===== src/rtl/buffer_arb_pkg.sv =====
// buffer_arb_pkg: shared FSM state type and default parameters for the buffer write arbiter
package buffer_arb_pkg;
    typedef enum logic {IDLE, BURST} state_t;
    localparam int NUM_REQ_DEF   = 4;
    localparam int WORD_SIZE_DEF = 32;
    localparam int MAX_BURST_DEF = 16;
endpackage


===== src/rtl/buffer_write_arbiter_rr_arbiter.sv =====
// rr_arbiter: grants the first requester at or after ptr, searching upward modulo NUM_REQ
module rr_arbiter
    import buffer_arb_pkg::*;
#(
    parameter int NUM_REQ = NUM_REQ_DEF
) (
    input  logic [NUM_REQ-1:0]         req,
    input  logic [$clog2(NUM_REQ)-1:0] ptr,
    output logic [NUM_REQ-1:0]         grant,
    output logic [$clog2(NUM_REQ)-1:0] idx
);
    localparam int TAG_W = $clog2(NUM_REQ);
    logic found;
    always_comb begin
        grant = '0;
        idx   = '0;
        found = 1'b0;
        for (int k = 0; k < NUM_REQ; k++) begin
            if (!found && req[(int'(ptr) + k) % NUM_REQ]) begin
                found = 1'b1;
                grant[(int'(ptr) + k) % NUM_REQ] = 1'b1;
                idx = TAG_W'((int'(ptr) + k) % NUM_REQ);
            end
        end
    end
endmodule


===== src/rtl/buffer_write_arbiter.sv =====
// buffer_write_arbiter: round-robin arbitration of NUM_REQ burst writers onto one buffer write port
module buffer_write_arbiter
    import buffer_arb_pkg::*;
#(
    parameter int NUM_REQ   = NUM_REQ_DEF,
    parameter int WORD_SIZE = WORD_SIZE_DEF,
    parameter int MAX_BURST = MAX_BURST_DEF
) (
    input  logic                         clk,
    input  logic                         rst,
    input  logic [NUM_REQ-1:0]           req_valid,
    input  logic [NUM_REQ-1:0]           req_last,
    input  logic [NUM_REQ*WORD_SIZE-1:0] req_data,
    output logic [NUM_REQ-1:0]           req_ready,
    input  logic                         buf_full,
    output logic                         buf_wr,
    output logic [WORD_SIZE-1:0]         buf_data,
    output logic [$clog2(NUM_REQ)-1:0]   buf_tag,
    output logic                         burst_abort
);
    localparam int TAG_W = $clog2(NUM_REQ);
    localparam int CNT_W = $clog2(MAX_BURST + 1);
    state_t state, state_next;
    logic [TAG_W-1:0] rr_ptr, lock, arb_idx, gnt;
    logic [NUM_REQ-1:0] arb_grant;
    logic [CNT_W-1:0] burst_cnt, cnt_next;
    logic open, xfer, last, abort, done;

    rr_arbiter #(.NUM_REQ(NUM_REQ)) u_rr (
        .req   (req_valid),
        .ptr   (rr_ptr),
        .grant (arb_grant),
        .idx   (arb_idx)
    );

    // The arbiter reports index 0 with no request, so xfer stays low then
    assign open     = !rst && !buf_full;
    assign gnt      = state == BURST ? lock : arb_idx;
    assign xfer     = open && req_valid[gnt];
    assign last     = req_last[gnt];
    assign cnt_next = state == BURST ? burst_cnt + 1'b1 : CNT_W'(1);
    assign abort    = xfer && !last && cnt_next == CNT_W'(MAX_BURST);
    assign done     = xfer && (last || abort);

    always_ff @(posedge clk) state <= rst ? IDLE : state_next;

    always_comb state_next = !xfer ? state : done ? IDLE : BURST;

    always_comb req_ready = !open ? '0 : state == IDLE ? arb_grant :
                            req_valid[lock] ? NUM_REQ'(1) << lock : '0;

    always_ff @(posedge clk) begin
        if (rst) begin
            rr_ptr      <= '0;
            lock        <= '0;
            burst_cnt   <= '0;
            buf_wr      <= 1'b0;
            buf_data    <= '0;
            buf_tag     <= '0;
            burst_abort <= 1'b0;
        end else begin
            buf_wr      <= xfer;
            burst_abort <= abort;
            if (xfer) begin
                buf_data  <= req_data[int'(gnt)*WORD_SIZE +: WORD_SIZE];
                buf_tag   <= gnt;
                lock      <= gnt;
                burst_cnt <= done ? '0 : cnt_next;
            end
            if (done)
                rr_ptr <= gnt == TAG_W'(NUM_REQ - 1) ? '0 : gnt + 1'b1;
        end
    end
endmodule

===== config.mk =====
export PLATFORM = sky130hd
export DESIGN_NAME = buffer_write_arbiter
export DESIGN_NICKNAME = d
export VERILOG_FILES = /design/src/rtl/buffer_arb_pkg.sv /design/src/rtl/buffer_write_arbiter_rr_arbiter.sv /design/src/rtl/buffer_write_arbiter.sv
export SDC_FILE = /design/constraint.sdc
export NUM_CORES = 1
export LEC_CHECK = 0
export ABC_AREA = 1
export BUFFER_PORTS_ARGS = -buffer_cell sky130_fd_sc_hd__buf_2
export CAP_MARGIN = 0
export CORE_UTILIZATION = 31
export CTS_CLUSTER_SIZE = 14
export DETAILED_ROUTE_END_ITERATION = 12
export SETUP_SLACK_MARGIN = 0.15
export SLEW_MARGIN = 20
export SYNTH_ARGS = -nofsm -noshare
export SYNTH_HDL_FRONTEND = slang
export SYNTH_SLANG_ARGS = --single-unit

===== constraint.sdc =====
create_clock -name clk -period 7.6 [get_ports clk]
set_input_delay 0.38 -clock clk [delete_from_list [all_inputs] [get_ports clk]]
set_output_delay 0.38 -clock clk [all_outputs]
set_load 0.02 [all_outputs]

# After elaboration in Yosys (flattened, before gate mapping)

Index checks and enable logic that the tools add are counted.

Add/sub/neg operators: 5
$lt $le $gt $ge: 10
Equal/unequal tests: 2
Shifts and indexed selects: 2
Mux-type cells: 44
Bitwise gates (word level): 6
Reductions and logical operators: 22

Operators by type and width:

| cell                | count |
|---|---|
| $shiftx 128x8->32   | 1 |
| $mux 4              | 7 |
| $mux 1              | 18 |
| $bmux 1 s2          | 7 |
| $logic_and 1x1->1   | 12 |
| $lt 3x4->1 const B  | 3 |
| $mux 2              | 6 |
| $or 4x4->4          | 3 |
| $mux 5              | 2 |
| $ge 3x1->1 const B  | 3 |
| $lt 2x3->1 const B  | 3 |
| $demux 1 s2         | 4 |
| $logic_not 1->1     | 6 |
| $reduce_or 2->1     | 3 |
| $add 5x1->5 const B | 1 |
| $eq 5x5->1 const B  | 1 |
| $add 2x1->2 const B | 2 |
| $add 2x2->2 const B | 2 |
| $shl 1x2->4 const A | 1 |
| $and 1x1->1 const A | 3 |
| $eq 2x2->1 const B  | 1 |
| $ge 2x1->1 const B  | 1 |
| $logic_or 1x1->1    | 1 |

Bits in registers: 44
Input port bits: 139
Output and inout port bits: 40
Word-level logic and storage cells: 98

# Depth between registers and ports, before layout

Gate-level depths: netlist of the first run.

Depth in word-level cells: 23
Gate-level depth with buffers: 21
Mapped depth without buffers: 19

# By module

From an unflattened synthesis of the first run, not the netlist that was laid out.

Cell total of the unflattened synthesis: 512
Area, all modules: 3,179.3 µm²

By module, submodules not included:

| module               | instances | cells each | area an instance (µm²) | sequential area each (µm²) |
|---|---|---|---|---|
| buffer_write_arbiter | 1         | 439        | 2,740.1                | 880.8 |
| rr_arbiter           | 1         | 73         | 439.2                  | 0.0 |

# Worst setup path before layout of the first run

No wires, ideal clock.

Path kind: flip-flop to flip-flop
Start: register rr_ptr[0]
End: register rr_ptr[0]
Arrival time: 2.586 ns
Data required time: 7.536 ns
Setup slack: 4.950 ns
Stages on the path, launching flop included: 20
Path buffers: 3
Clock period less this slack: 2.650 ns
Cell sequence: dfxtp_1 > buf_6 > inv_6 > ha_1 > inv_1 > nand3_1 > nand2_2 > nor2_4 > nor2_1 > a21oi_2 > nand2_2 > nand2_2 > buf_6 > inv_4 > buf_2 > ha_1 > or2_2 > nand3_1 > nand2_1 > nor2_1

Longest elaborated chain between the ends: 20

Ends and longest elaborated chain:

| what                                                                   | line                                                                         | source |
|---|---|---|
| from (decl)                                                            | buffer_write_arbiter.sv:24                                                   | `logic [TAG_W-1:0] rr_ptr, lock, arb_idx, gnt;` |
| from (signal assigned)                                                 | buffer_write_arbiter.sv:71                                                   | `rr_ptr <= gnt == TAG_W'(NUM_REQ - 1) ? '0 : gnt + 1'b1;` |
| $add 2x1->2 / $bmux 1 s2 (equally long branches)                       | buffer_write_arbiter_rr_arbiter.sv:19, buffer_write_arbiter_rr_arbiter.sv:22 |  |
| $bmux 1 s2 / $mux 1 (equally long branches)                            | buffer_write_arbiter_rr_arbiter.sv:19                                        | `if (!found && req[(int'(ptr) + k) % NUM_REQ]) begin` |
| $mux 1 (implied by the code)                                           | buffer_write_arbiter_rr_arbiter.sv:19                                        |  |
| $mux 1 (implied by the code) / $logic_not 1->1 (equally long branches) | buffer_write_arbiter_rr_arbiter.sv:19                                        |  |
| $logic_and 1x1->1                                                      | buffer_write_arbiter_rr_arbiter.sv:19                                        |  |
| $mux 1                                                                 | buffer_write_arbiter_rr_arbiter.sv:19                                        |  |
| $logic_not 1->1                                                        | buffer_write_arbiter_rr_arbiter.sv:19                                        |  |
| $logic_and 1x1->1                                                      | buffer_write_arbiter_rr_arbiter.sv:19                                        |  |
| (+4 left out)                                                          | n/a                                                                          |  |
| $mux 2 (*)                                                             | buffer_write_arbiter.sv:38                                                   | `assign gnt = state == BURST ? lock : arb_idx;` |
| net gnt[0]                                                             | buffer_write_arbiter.sv:24                                                   |  |
| $bmux 1 s2 (on tied branches)                                          | buffer_write_arbiter.sv:39, buffer_write_arbiter.sv:40                       |  |
| $mux 1 (on tied branches)                                              | buffer_write_arbiter.sv:39, buffer_write_arbiter.sv:40                       |  |
| $logic_and 1x1->1 / $logic_not 1->1 (equally long branches)            | buffer_write_arbiter.sv:39, buffer_write_arbiter.sv:42                       |  |
| $logic_and 1x1->1 (2 in a row)                                         | buffer_write_arbiter.sv:42                                                   | `assign abort = xfer && !last && cnt_next == CNT_W'(MAX_BURST);` |
| $logic_or 1x1->1                                                       | buffer_write_arbiter.sv:43                                                   | `assign done = xfer && (last \|\| abort);` |
| $logic_and 1x1->1                                                      | buffer_write_arbiter.sv:43                                                   |  |

The timed path passes the listed nets; every way through them passes the cells marked *. The select of a mux whose other input is x is not followed.
A chain may end at the register's enable or synchronous reset.

# Final worst setup path of the first run

Start: register rr_ptr[0]
End: register rr_ptr[1]

Longest elaborated chain between the ends: 20

Ends and longest elaborated chain:

| what                                                                   | line |
|---|---|
| $add 2x1->2 / $bmux 1 s2 (equally long branches)                       | buffer_write_arbiter_rr_arbiter.sv:19, buffer_write_arbiter_rr_arbiter.sv:22 |
| $bmux 1 s2 / $mux 1 (equally long branches)                            | buffer_write_arbiter_rr_arbiter.sv:19 |
| $mux 1 (implied by the code)                                           | buffer_write_arbiter_rr_arbiter.sv:19 |
| $mux 1 (implied by the code) / $logic_not 1->1 (equally long branches) | buffer_write_arbiter_rr_arbiter.sv:19 |
| $logic_and 1x1->1                                                      | buffer_write_arbiter_rr_arbiter.sv:19 |
| $mux 1                                                                 | buffer_write_arbiter_rr_arbiter.sv:19 |
| $logic_not 1->1                                                        | buffer_write_arbiter_rr_arbiter.sv:19 |
| $logic_and 1x1->1                                                      | buffer_write_arbiter_rr_arbiter.sv:19 |
| (+3 left out)                                                          | n/a |
| $mux 2 (*)                                                             | buffer_write_arbiter_rr_arbiter.sv:19 |
| $mux 2 (*)                                                             | buffer_write_arbiter.sv:38 |
| $bmux 1 s2 (on tied branches)                                          | buffer_write_arbiter.sv:39, buffer_write_arbiter.sv:40 |
| $mux 1 (on tied branches)                                              | buffer_write_arbiter.sv:39, buffer_write_arbiter.sv:40 |
| $logic_and 1x1->1 / $logic_not 1->1 (equally long branches)            | buffer_write_arbiter.sv:39, buffer_write_arbiter.sv:42 |
| $logic_and 1x1->1 (2 in a row)                                         | buffer_write_arbiter.sv:42 |
| $logic_or 1x1->1                                                       | buffer_write_arbiter.sv:43 |
| $logic_and 1x1->1                                                      | buffer_write_arbiter.sv:43 |

Every way passes the cells marked *; elsewhere a longest branch is shown, timed or not. The select of a mux whose other input is x is not followed.

==> impl_metrics.csv, run 1 <==
group,metric,value,unit
yosys,synth-simple-area-share,0.3381,
drt,wl,11.28,mm
yosys,synth_flop_cell,"dfxtp_1",
floorplanning,dieArea,11370,sq um
global_routing,busiest_layer,"met2",
yosys,syn_nets,724,
global_routing,antenna_found_initial,0,
critical_path,worstSetupEndpointType,"flip-flop",
yosys,syn_inst,575,
critical_path,path_class,"flip-flop to flip-flop",
global_routing,grt_overflow,0,
floorplanning,start_util,0.3243,
run_status,status,"completed",
global_routing,use_met2,0.3641,
critical_path,path_buf_inv,3,
clock_network,hold_buffers,0,
cells_and_area,stdcell_count,862,
pwr,p_leak,2.344,nW
placed_design,dpl.hpwl,8.551,mm
timing,worstMarginPinSlew,0.9616,ns
critical_path,cpPeakStageDelay,0.64,ns
timing,period_share,0.5812,
critical_path,crit_family,"simple AND/OR/NAND/NOR gates",
flow_run,drv_cap,0,
timing,clock_skew,0.006621,ns
clock_network,htree_levels,2,
placed_design,io_buffers,178,
floorplanning,die_h,106.6,microns
yosys,synth.top_cell.area_share,0.2596,
critical_path,crit_fanout,52,
drt,ant_nets,0,
timing,slew-limit-headroom,0.3583,
yosys,avgSynthCellArea,5.901,sq um
yosys,synthTopCellsByArea,"dfxtp_1 26%, nor2_1 16%, o21ai_0 13%",
drt,drt_first_pass_iters,4,
timing,setup_viol,0,
placed_design,place_inst,856,
timing,rsz0062_at_grt,"no",
global_routing,grt_pass1_vias,4043,
clock_network,cts_buffer_depth,2,
timing,fin_crit,4.417,ns
yosys,synth_fa_ha_area_frac,0.03687,
floorplanning,design.core.area,10460,sq um
drt,drc,0,
cells_and_area,syn2layout_area_growth,28.76,%
timing,max_freq,0.2264,GHz
cells_and_area,fill_cells,1182,
clock_network,cts_buffers,5,
yosys,muxShareOfSynthArea,0,
cells_and_area,final_common_cell,"buf_2",
clock_network,cts_resized,0,
critical_path,worstSetupStartpointType,"flip-flop",
critical_path,critPathArrivalTime,4.61,ns
cells_and_area,layout-drive-gt1-share,0.2865,
yosys,synth.largest_area_cell,"dfxtp_1",
global_routing,met3_usage,0.04377,
yosys,ys.warnings.count,0,
cells_and_area,seqCellArea,880.8,sq um
floorplanning,rows,37,
yosys,synth-seq-area-share,0.2596,
cells_and_area,n_antenna_cell,0,
drt,vias,4142,
clock_network,clock-sinks,44,
pwr,power.density,495.3,nW/um^2
clock_network,cts_tree,"done",
clock_network,postCtsSetupBuffers,0,
critical_path,required,7.80,ns
timing,hold_violations,0,
clock_network,clk_latency,0.29,ns
global_routing,gr-usage-all-layers,0.2022,
clock_network,root_buffer,"clkbuf_8",
cells_and_area,layout_common_cells,"178 x buf_2, 145 x nor2_1, 85 x o21ai_0",
yosys,synth_xor_area_frac,0,
floorplanning,die_x,106.6,microns
yosys,synth_edf_count,0,
cells_and_area,multiInputGateArea,2088,sq um
placed_design,place_congestion,0.7998,
yosys,synth_area,3393,sq um
yosys,async_flop_share,0,
critical_path,crit_chain,"inv_6 > ha_1 > inv_1 > nand3_1 > nand2_2 > nor2_4 > nor2_1 > a21oi_2 > nand2_2 > nand2_2 > buf_4 > nand2_1 > nand3_1 > nand2_1 > nand2_2 > nor2_1 > nor2_1 > nor2_1",
min_path,hold_class,"input pin to flip-flop",
floorplanning,io-pin-count,179,
timing,final_max_slew_viol_count,0,
timing,tns,0,ns
yosys,synth_top_family_by_area,"simple AND/OR/NAND/NOR gates",
drt,viasPerCell,4.805,
critical_path,cp_slowest_cell,"dfxtp_1",
global_routing,grt_max_degree,53,
yosys,ys_ff_latch,44,
pwr,p_total,2.164,mW
cells_and_area,nNetsFinal,876,
global_routing,grt_pass1_wl,18.62,mm
yosys,synth_compound_area_frac,0.2404,
drt,post_drt_wl_per_cell,13.09,microns
pwr,irDropWorstVdd,0.2134,mV
drt,initialDrtViolationCount,198,
yosys,synth.distinct_cells,30,
clock_network,cts.reportedPaths.clkPinSlew,0.08,ns
global_routing,grt_use_met1,0.2363,
critical_path,r2r_setup_slack,3.18,ns
per-layer routing:
metal  wire [microns]  share of wire
met1             4760           0.42
met2             5643           0.50
met3              703          0.062
met4              175          0.016
met5                0              0
stage by stage:
stage | worst slack [ns] | hold WS (ns) | utilization | area (sq um)
global placement | 3.341 | 0.4531 | 0.4082 | 4270
floorplan | 4.950 | 0.4376 | - | 3393
detailed placement | 3.150 | 0.4628 | 0.4082 | 4270
CTS | 3.144 | 0.3382 | 0.4176 | 4369
finish | 3.183 | 0.3356 | 0.4176 | 4369
global route | 2.597 | 0.3312 | 0.4176 | 4369
cell usage after synthesis, drive strengths merged, types with 4 or more instances:
cell    number
nand2       85
buf         21
a221oi       6
nor3         4
o21ai      105
ha          10
a21oi       43
clkbuf      13
nor2       148
nand3       30
dfxtp       44
inv         60
sequential cells by signal, summed over array words and instances, names as in the netlist:
register and flops:
buf_data 32, burst_cnt 5, lock 2, rr_ptr 2, buf_wr 1, burst_abort 1, state 1
power by group:
part	total [mW]	internal, mW	switching [mW]
clock	0.172	0.0944	0.0777
sequential	0.383	0.316	0.0669
combinational	1.61	0.486	1.12
total	2.16	0.897	1.27
worst register-to-register path: cells and delay by family, from the launching register on:
kind                     cells  cell delay [ns]
adder cells (fa/ha/maj)      1             0.35
AO/OA/AOI/OAI                1             0.13
AND/OR/NAND/NOR             13             2.45
flip-flops                   1             0.64
buffers and inverters        3             0.75
logic make-up (layout without fill, tap and decap cells):
group / after synthesis / in the layout
buffers and inverters: 94 / 245
DFF: 44 / 44
AOI/OAI and AO/OA: 155 / 155
adders and majority gates: 10 / 10
and+or+nand+nor: 272 / 272
worst paths after layout:
check / start / endpoint / cells after the start
max: rr_ptr[0]$_SDFFE_PP0P_ / rr_ptr[1]$_SDFFE_PP0P_ / 18
min: rst / burst_cnt[0]$_SDFFE_PP0P_ / 2
max reg2reg: rr_ptr[0]$_SDFFE_PP0P_ / rr_ptr[1]$_SDFFE_PP0P_ / 18
min reg2reg: burst_cnt[4]$_SDFFE_PP0P_ / burst_cnt[4]$_SDFFE_PP0P_ / 2
area by class of cell:
class / count / share of cell area
Clock buffer: 5 / 0.01575
Clock inverter: 1 / 0.006873
Inverter: 60 / 0.05326
Multi-Input combinational cell: 437 / 0.4779
Sequential cell: 44 / 0.2016
Tap cell: 136 / 0.03895
Timing Repair Buffer: 179 / 0.2056
No activity file was read; power rests on OpenSTA's default activity.
==> inputs of run 2 (changes only) <==
- clock period: 7.6 -> 3.65 ns (I/O delays scaled with it)
==> run 2 against run 1 <==
Combinational power increased by 110%. First-iteration DRC count grew 9.6%. Sequential share of layout area decreased by 0.29 points. Critical path type unchanged.
==> impl_metrics.csv, run 2 (same netlist as run 1, synthesis figures left out) <==
group,metric,value,unit
min_path,hold_class,"input pin to flip-flop",
timing,hold_violations,0,
min_path,hold_start,"rst",
cells_and_area,syn2layout_area_growth,30.83,%
critical_path,cp-endpoint,"buf_data[10]$_SDFFE_PP0P_",
global_routing,grt_pass1_vias,4007,
pwr,internal_power,1.975,mW
cells_and_area,final_util,0.4243,
clock_network,htree_levels,2,
timing,clock_skew,0.01278,ns
drt,post_drt_wl_per_cell,12.70,microns
cells_and_area,largest_reg_flops,32,
critical_path,required,3.87,ns
critical_path,critPathArrivalTime,3.36,ns
floorplanning,die_x,106.6,microns
cells_and_area,stdcell_count,869,
cells_and_area,nNetsFinal,881,
clock_network,root_buffer,"clkbuf_8",
timing,max_freq,0.3192,GHz
floorplanning,design.core.area,10460,sq um
timing,worstMarginPinSlew,0.9810,ns
timing,slew-limit-headroom,0.3420,
timing,layout_setup_ws,0.5175,ns
floorplanning,start_util,0.3243,
placed_design,place_ws,0.4598,ns
global_routing,antenna_found_initial,0,
critical_path,worstSetupEndpointType,"flip-flop",
timing,whs,0.1197,ns
drt,drt_first_pass_iters,4,
drt,vias,4138,
drt,ant_nets,0,
drt,wl,11.04,mm
timing,rsz0062_at_grt,"no",
timing,final_max_slew_viol_count,0,
flow_run,drv_cap,0,
floorplanning,dieArea,11370,sq um
cells_and_area,fill_cells,1203,
global_routing,grt_overflow,0,
critical_path,path_class,"flip-flop to flip-flop",
critical_path,reg2reg_to,"buf_data[10]$_SDFFE_PP0P_",
pwr,switchingPower,2.607,mW
timing,period_share,0.8582,
floorplanning,die_h,106.6,microns
cells_and_area,layout_common_cells,"178 x buf_2, 145 x nor2_1, 85 x o21ai_0",
pwr,power.share.clock,0.089,
drt,initialDrtViolationCount,217,
placed_design,placed_cell_area,4308,sq um
placed_design,dpl.hpwl,8.324,mm
cells_and_area,stdcell_area,4439,sq um
clock_network,hold_buffers,0,
timing,setup_viol,0,
critical_path,worstSetupStartpoint,"rr_ptr[1]$_SDFFE_PP0P_",
floorplanning,rows,37,
critical_path,crit_top_cell,"nand2_2",
pwr,p_total,4.582,mW
global_routing,grt_max_degree,73,
pwr,swShare,0.5689,
cells_and_area,largest_registers,"buf_data x32, burst_cnt x5",
clock_network,clk_latency,0.29,ns
critical_path,crit_chain,"inv_1 > ha_1 > inv_1 > nand3_1 > nand2_2 > nor2_4 > nor2_1 > a21oi_2 > nand2_2 > nand2_2 > nand2_1 > nand3_1 > nand2_1 > nand2_2 > buf_4 > nor2_1 > nor2_1",
floorplanning,io-pin-count,179,
placed_design,place_inst,861,
run_status,status,"completed",
timing,tns,0,ns
pwr,pwr-share-seq,0.173,
cells_and_area,largest-register,"buf_data",
clock_network,cts_buffers,5,
drt,viasPerCell,4.762,
drt,drc,0,
timing,fin_crit,3.132,ns
critical_path,worstSetupStartpointType,"flip-flop",
cells_and_area,layout-drive-gt1-share,0.2947,
clock_network,clock-sinks,44,
pwr,power.density,1032,nW/um^2
pwr,p_leak,2.380,nW
critical_path,r2r_start,"rr_ptr[1]$_SDFFE_PP0P_",
critical_path,cpPeakStageDelay,0.48,ns
placed_design,io_buffers,178,
critical_path,rr_worst_depth,17,
placed_design,place_congestion,0.8201,
global_routing,gr-usage-all-layers,0.1983,
critical_path,r2r_setup_slack,0.52,ns
clock_network,cts_buffer_depth,2,
pwr,comb_power_share,0.738,
clock_network,cts_tree,"done",
cells_and_area,final_common_cell,"buf_2",
critical_path,cp_slowest_cell,"dfxtp_1",
cells_and_area,n_antenna_cell,0,
global_routing,grt_pass1_wl,18.41,mm
critical_path,crit_fanout,33,
clock_network,cts.reportedPaths.clkPinSlew,0.08,ns
pwr,irDropWorstVdd,0.4829,mV
## run 2: cell types whose count changed in the layout (fill, tap and decap cells not counted), sizes merged
cell / previous run / this run
buf: 179 / 184
clkinv: 0 / 1
clkbuf: 5 / 7
inv: 60 / 59
## run 2: what timing repair did
action / in CTS / in global routing
endpoints found under the setup margin: 0 / 29
gates resized for setup: 0 / 2
buffers inserted: 0 / 0
## run 2: final cells by class
cell class	count	area (sq um)	area share
Sequential cell	44	882.1	0.1987
Clock buffer	7	96.34	0.02170
Tap cell	136	170.2	0.03833
Multi-Input combinational cell	437	2088	0.4704
Timing Repair Buffer	184	939.7	0.2117
Clock inverter	1	30.03	0.006764
Inverter	60	232.7	0.05242
## run 2: metal layers
metal	track usage	vias up	wire length (microns)
met1	0.2360	1827	4720
met2	0.3571	132	5439
met3	0.04134	17	684
li1	-	2162	-
met5	0	-	0
met4	0.05577	0	193
## run 2: critical path: cells and delay by family, from the launching register on
kind,cells,cell delay [ns]
AND/OR/NAND/NOR,12,1.44
buffers and inverters,3,0.64
AO/OA/AOI/OAI,1,0.12
adder cells (fa/ha/maj),1,0.36
flip-flops,1,0.48
## run 2: worst min-delay path by stage
| stage | slack (ns) | to | cells past startpoint |
|---|---|---|---|
| final | 0.12 | burst_cnt[2]$_SDFFE_PP0P_ | 2 |
| after global routing | 0.12 | burst_cnt[0]$_SDFFE_PP0P_ | 2 |
| after CTS | 0.10 | burst_cnt[2]$_SDFFE_PP0P_ | 2 |
| after detailed placement | 0.42 | burst_cnt[2]$_SDFFE_PP0P_ | 2 |
| after global placement | 0.42 | burst_cnt[4]$_SDFFE_PP0P_ | 2 |
| after floorplan | 0.25 | burst_cnt[0]$_SDFFE_PP0P_ | 1 |
## run 2: power groups by stage
stage                     clock [mW]  combinational (mW)  sequential [mW]
final                          0.410                3.38            0.792
after global routing           0.435                3.88            0.819
after CTS                      0.418                3.40            0.791
after detailed placement           0                3.40            0.796
after global placement             0                3.38            0.800
after floorplan                    0                2.51            0.959
==> inputs of run 3 (changes only) <==
- CORE_UTILIZATION: 31 -> 42
- PLACE_DENSITY: default -> 0.78
==> run 3 against run 2 <==
Wire length down 4.6%. Clock-buffer cell count up 1. Maximum frequency is 1.2% lower. Sequential power about the same. Sequential cell count unchanged. Utilization rose by 14 points. Clock skew down 0.0028 ns. Non-clock buffer count grew 1. Global-route usage increased by 5.0 points.
==> impl_metrics.csv, run 3 (same netlist as run 1, synthesis figures left out) <==
group,metric,value,unit
run_status,status,"completed",
critical_path,path_buf_inv,6,
placed_design,io_buffers,178,
drt,post_drt_wl_per_cell,12.60,microns
timing,rsz0062_at_grt,"no",
flow_run,drv_cap,0,
floorplanning,dieArea,8443,sq um
critical_path,critPathArrivalTime,3.40,ns
global_routing,grt_pass1_wl,17.15,mm
global_routing,gr-usage-all-layers,0.2486,
drt,wl,10.53,mm
pwr,power.density,1025,nW/um^2
cells_and_area,largest_reg_flops,32,
timing,layout_setup_ws,0.4794,ns
timing,fin_crit,3.171,ns
timing,clock_skew,0.01002,ns
drt,viasPerCell,5.001,
pwr,p_leak,2.372,nW
global_routing,antenna_found_initial,0,
cells_and_area,fill_cells,790,
cells_and_area,final_common_cell,"buf_2",
clock_network,clk_latency,0.30,ns
clock_network,root_buffer,"clkbuf_8",
timing,tns,0,ns
timing,slew-limit-headroom,0.2783,
critical_path,reg2reg_to,"rr_ptr[1]$_SDFFE_PP0P_",
floorplanning,start_util,0.4369,
drt,vias,4181,
clock_network,cts_tree,"done",
floorplanning,die_h,91.89,microns
floorplanning,die_x,91.89,microns
min_path,hold_start,"rst",
global_routing,grt_pass1_vias,3763,
floorplanning,rows,32,
drt,ant_nets,0,
critical_path,worstSetupEndpointType,"flip-flop",
timing,worstMarginPinSlew,1.081,ns
timing,max_freq,0.3154,GHz
placed_design,place_congestion,0.9929,
critical_path,worstSetupStartpoint,"rr_ptr[1]$_SDFFE_PP0P_",
drt,initialDrtViolationCount,166,
pwr,p_total,4.489,mW
cells_and_area,largest-register,"buf_data",
min_path,hold_depth,2,
clock_network,clock-sinks,44,
placed_design,dpl.hpwl,7.895,mm
clock_network,cts.reportedPaths.clkPinSlew,0.08,ns
cells_and_area,largest_registers,"buf_data x32, burst_cnt x5",
critical_path,r2r_setup_slack,0.48,ns
critical_path,path_class,"flip-flop to flip-flop",
floorplanning,io-pin-count,179,
clock_network,cts_buffers,5,
pwr,irDropWorstVdd,0.4098,mV
global_routing,grt_overflow,0,
cells_and_area,stdcell_count,836,
critical_path,crit_fanout,33,
cells_and_area,layout_common_cells,"178 x buf_2, 145 x nor2_1, 85 x o21ai_0",
min_path,hold_class,"input pin to flip-flop",
timing,setup_viol,0,
critical_path,r2r_start,"rr_ptr[1]$_SDFFE_PP0P_",
timing,period_share,0.8687,
timing,whs,0.1214,ns
critical_path,cp_slowest_cell,"dfxtp_1",
clock_network,htree_levels,2,
placed_design,place_ws,0.3455,ns
drt,drc,0,
cells_and_area,n_antenna_cell,0,
critical_path,crit_chain,"inv_1 > ha_1 > inv_1 > nand3_1 > nand2_2 > inv_2 > nor2_4 > nand3b_1 > nand2_1 > inv_1 > nand2_1 > nand2_2 > inv_2 > buf_6 > nand3_1 > nand2_1 > nor2_2 > nor2_1 > nor2_1 > nor2_1",
cells_and_area,layout-drive-gt1-share,0.2929,
critical_path,crit_family,"simple AND/OR/NAND/NOR gates",
timing,final_max_slew_viol_count,0,
cells_and_area,syn2layout_area_growth,29.09,%
timing,hold_violations,0,
clock_network,cts_buffer_depth,2,
critical_path,required,3.88,ns
critical_path,cpPeakStageDelay,0.48,ns
placed_design,place_inst,828,
min_path,min_to,"burst_cnt[0]$_SDFFE_PP0P_",
critical_path,worstSetupStartpointType,"flip-flop",
critical_path,rr_worst_depth,20,
floorplanning,design.core.area,7767,sq um
drt,drt_first_pass_iters,6,
cells_and_area,nNetsFinal,882,
global_routing,grt_max_degree,69,
## run 3: cell types whose count changed in the layout (fill, tap and decap cells not counted)
cell	previous run	this run
buf_12	0	1
bufinv_16	1	0
clkbuf_1	0	2
clkbuf_8	7	6
clkinv_1	1	0
inv_1	54	55
## run 3: layout make-up
cell class	count	area [sq um]	area share
flip-flops and latches	44	882.1	0.2014
well taps	102	127.6	0.02913
clock buffers	8	90.09	0.02057
inverters	60	232.7	0.05313
repair buffers	185	959.7	0.2191
multi-input cells	437	2088	0.4767
## run 3: worst max path at each step
stage | end | slack [ns] | depth (start not counted)
after floorplan | rr_ptr[0]$_SDFFE_PP0P_ | 1.00 | 19
after global placement | rr_ptr[0]$_SDFFE_PP0P_ | 0.46 | 20
after detailed placement | rr_ptr[1]$_SDFFE_PP0P_ | 0.35 | 20
after CTS | rr_ptr[1]$_SDFFE_PP0P_ | 0.31 | 20
after global routing | rr_ptr[1]$_SDFFE_PP0P_ | 0.15 | 20
final | rr_ptr[1]$_SDFFE_PP0P_ | 0.48 | 20
## run 3: what timing repair did
action	in CTS	in global routing
setup buffers	0	0
hold buffers	0	0
endpoints found under the hold margin	0	0
setup endpoints to repair	0	5
gates resized for setup	0	2
## run 3: worst reg2reg max path, stage by stage (launching register included)
cell	delay (ns)
dfxtp_1	0.48
inv_1	0.20
ha_1	0.34
inv_1	0.10
nand3_1	0.10
nand2_2	0.13
inv_2	0.06
nor2_4	0.12
nand3b_1	0.09
nand2_1	0.06
inv_1	0.04
nand2_1	0.06
nand2_2	0.21
inv_2	0.17
buf_6	0.27
nand3_1	0.14
nand2_1	0.12
nor2_2	0.07
nor2_1	0.18
nor2_1	0.06
nor2_1	0.11
## run 3: layer usage
metal	vias to the layer above	GRT usage	wire length (microns)
li1	2165	-	-
met1	1825	0.3007	4388
met2	171	0.4428	5174
met3	20	0.05390	770
met4	0	0.06510	200
met5	-	0	0
## run 3: through the flow
step           utilization  cell area [sq um]
5_1_grt             0.5640               4380
4_1_cts             0.5633               4375
3_5_place_dp        0.5517               4285
3_3_place_gp        0.5517               4285
6_report            0.5640               4380
2_1_floorplan            -               3393
## run 3: report_power, final
part | internal [mW] | switching, mW
Sequential | 0.659 | 0.133
Combinational | 1.09 | 2.29
Clock | 0.155 | 0.161
Total | 1.90 | 2.59
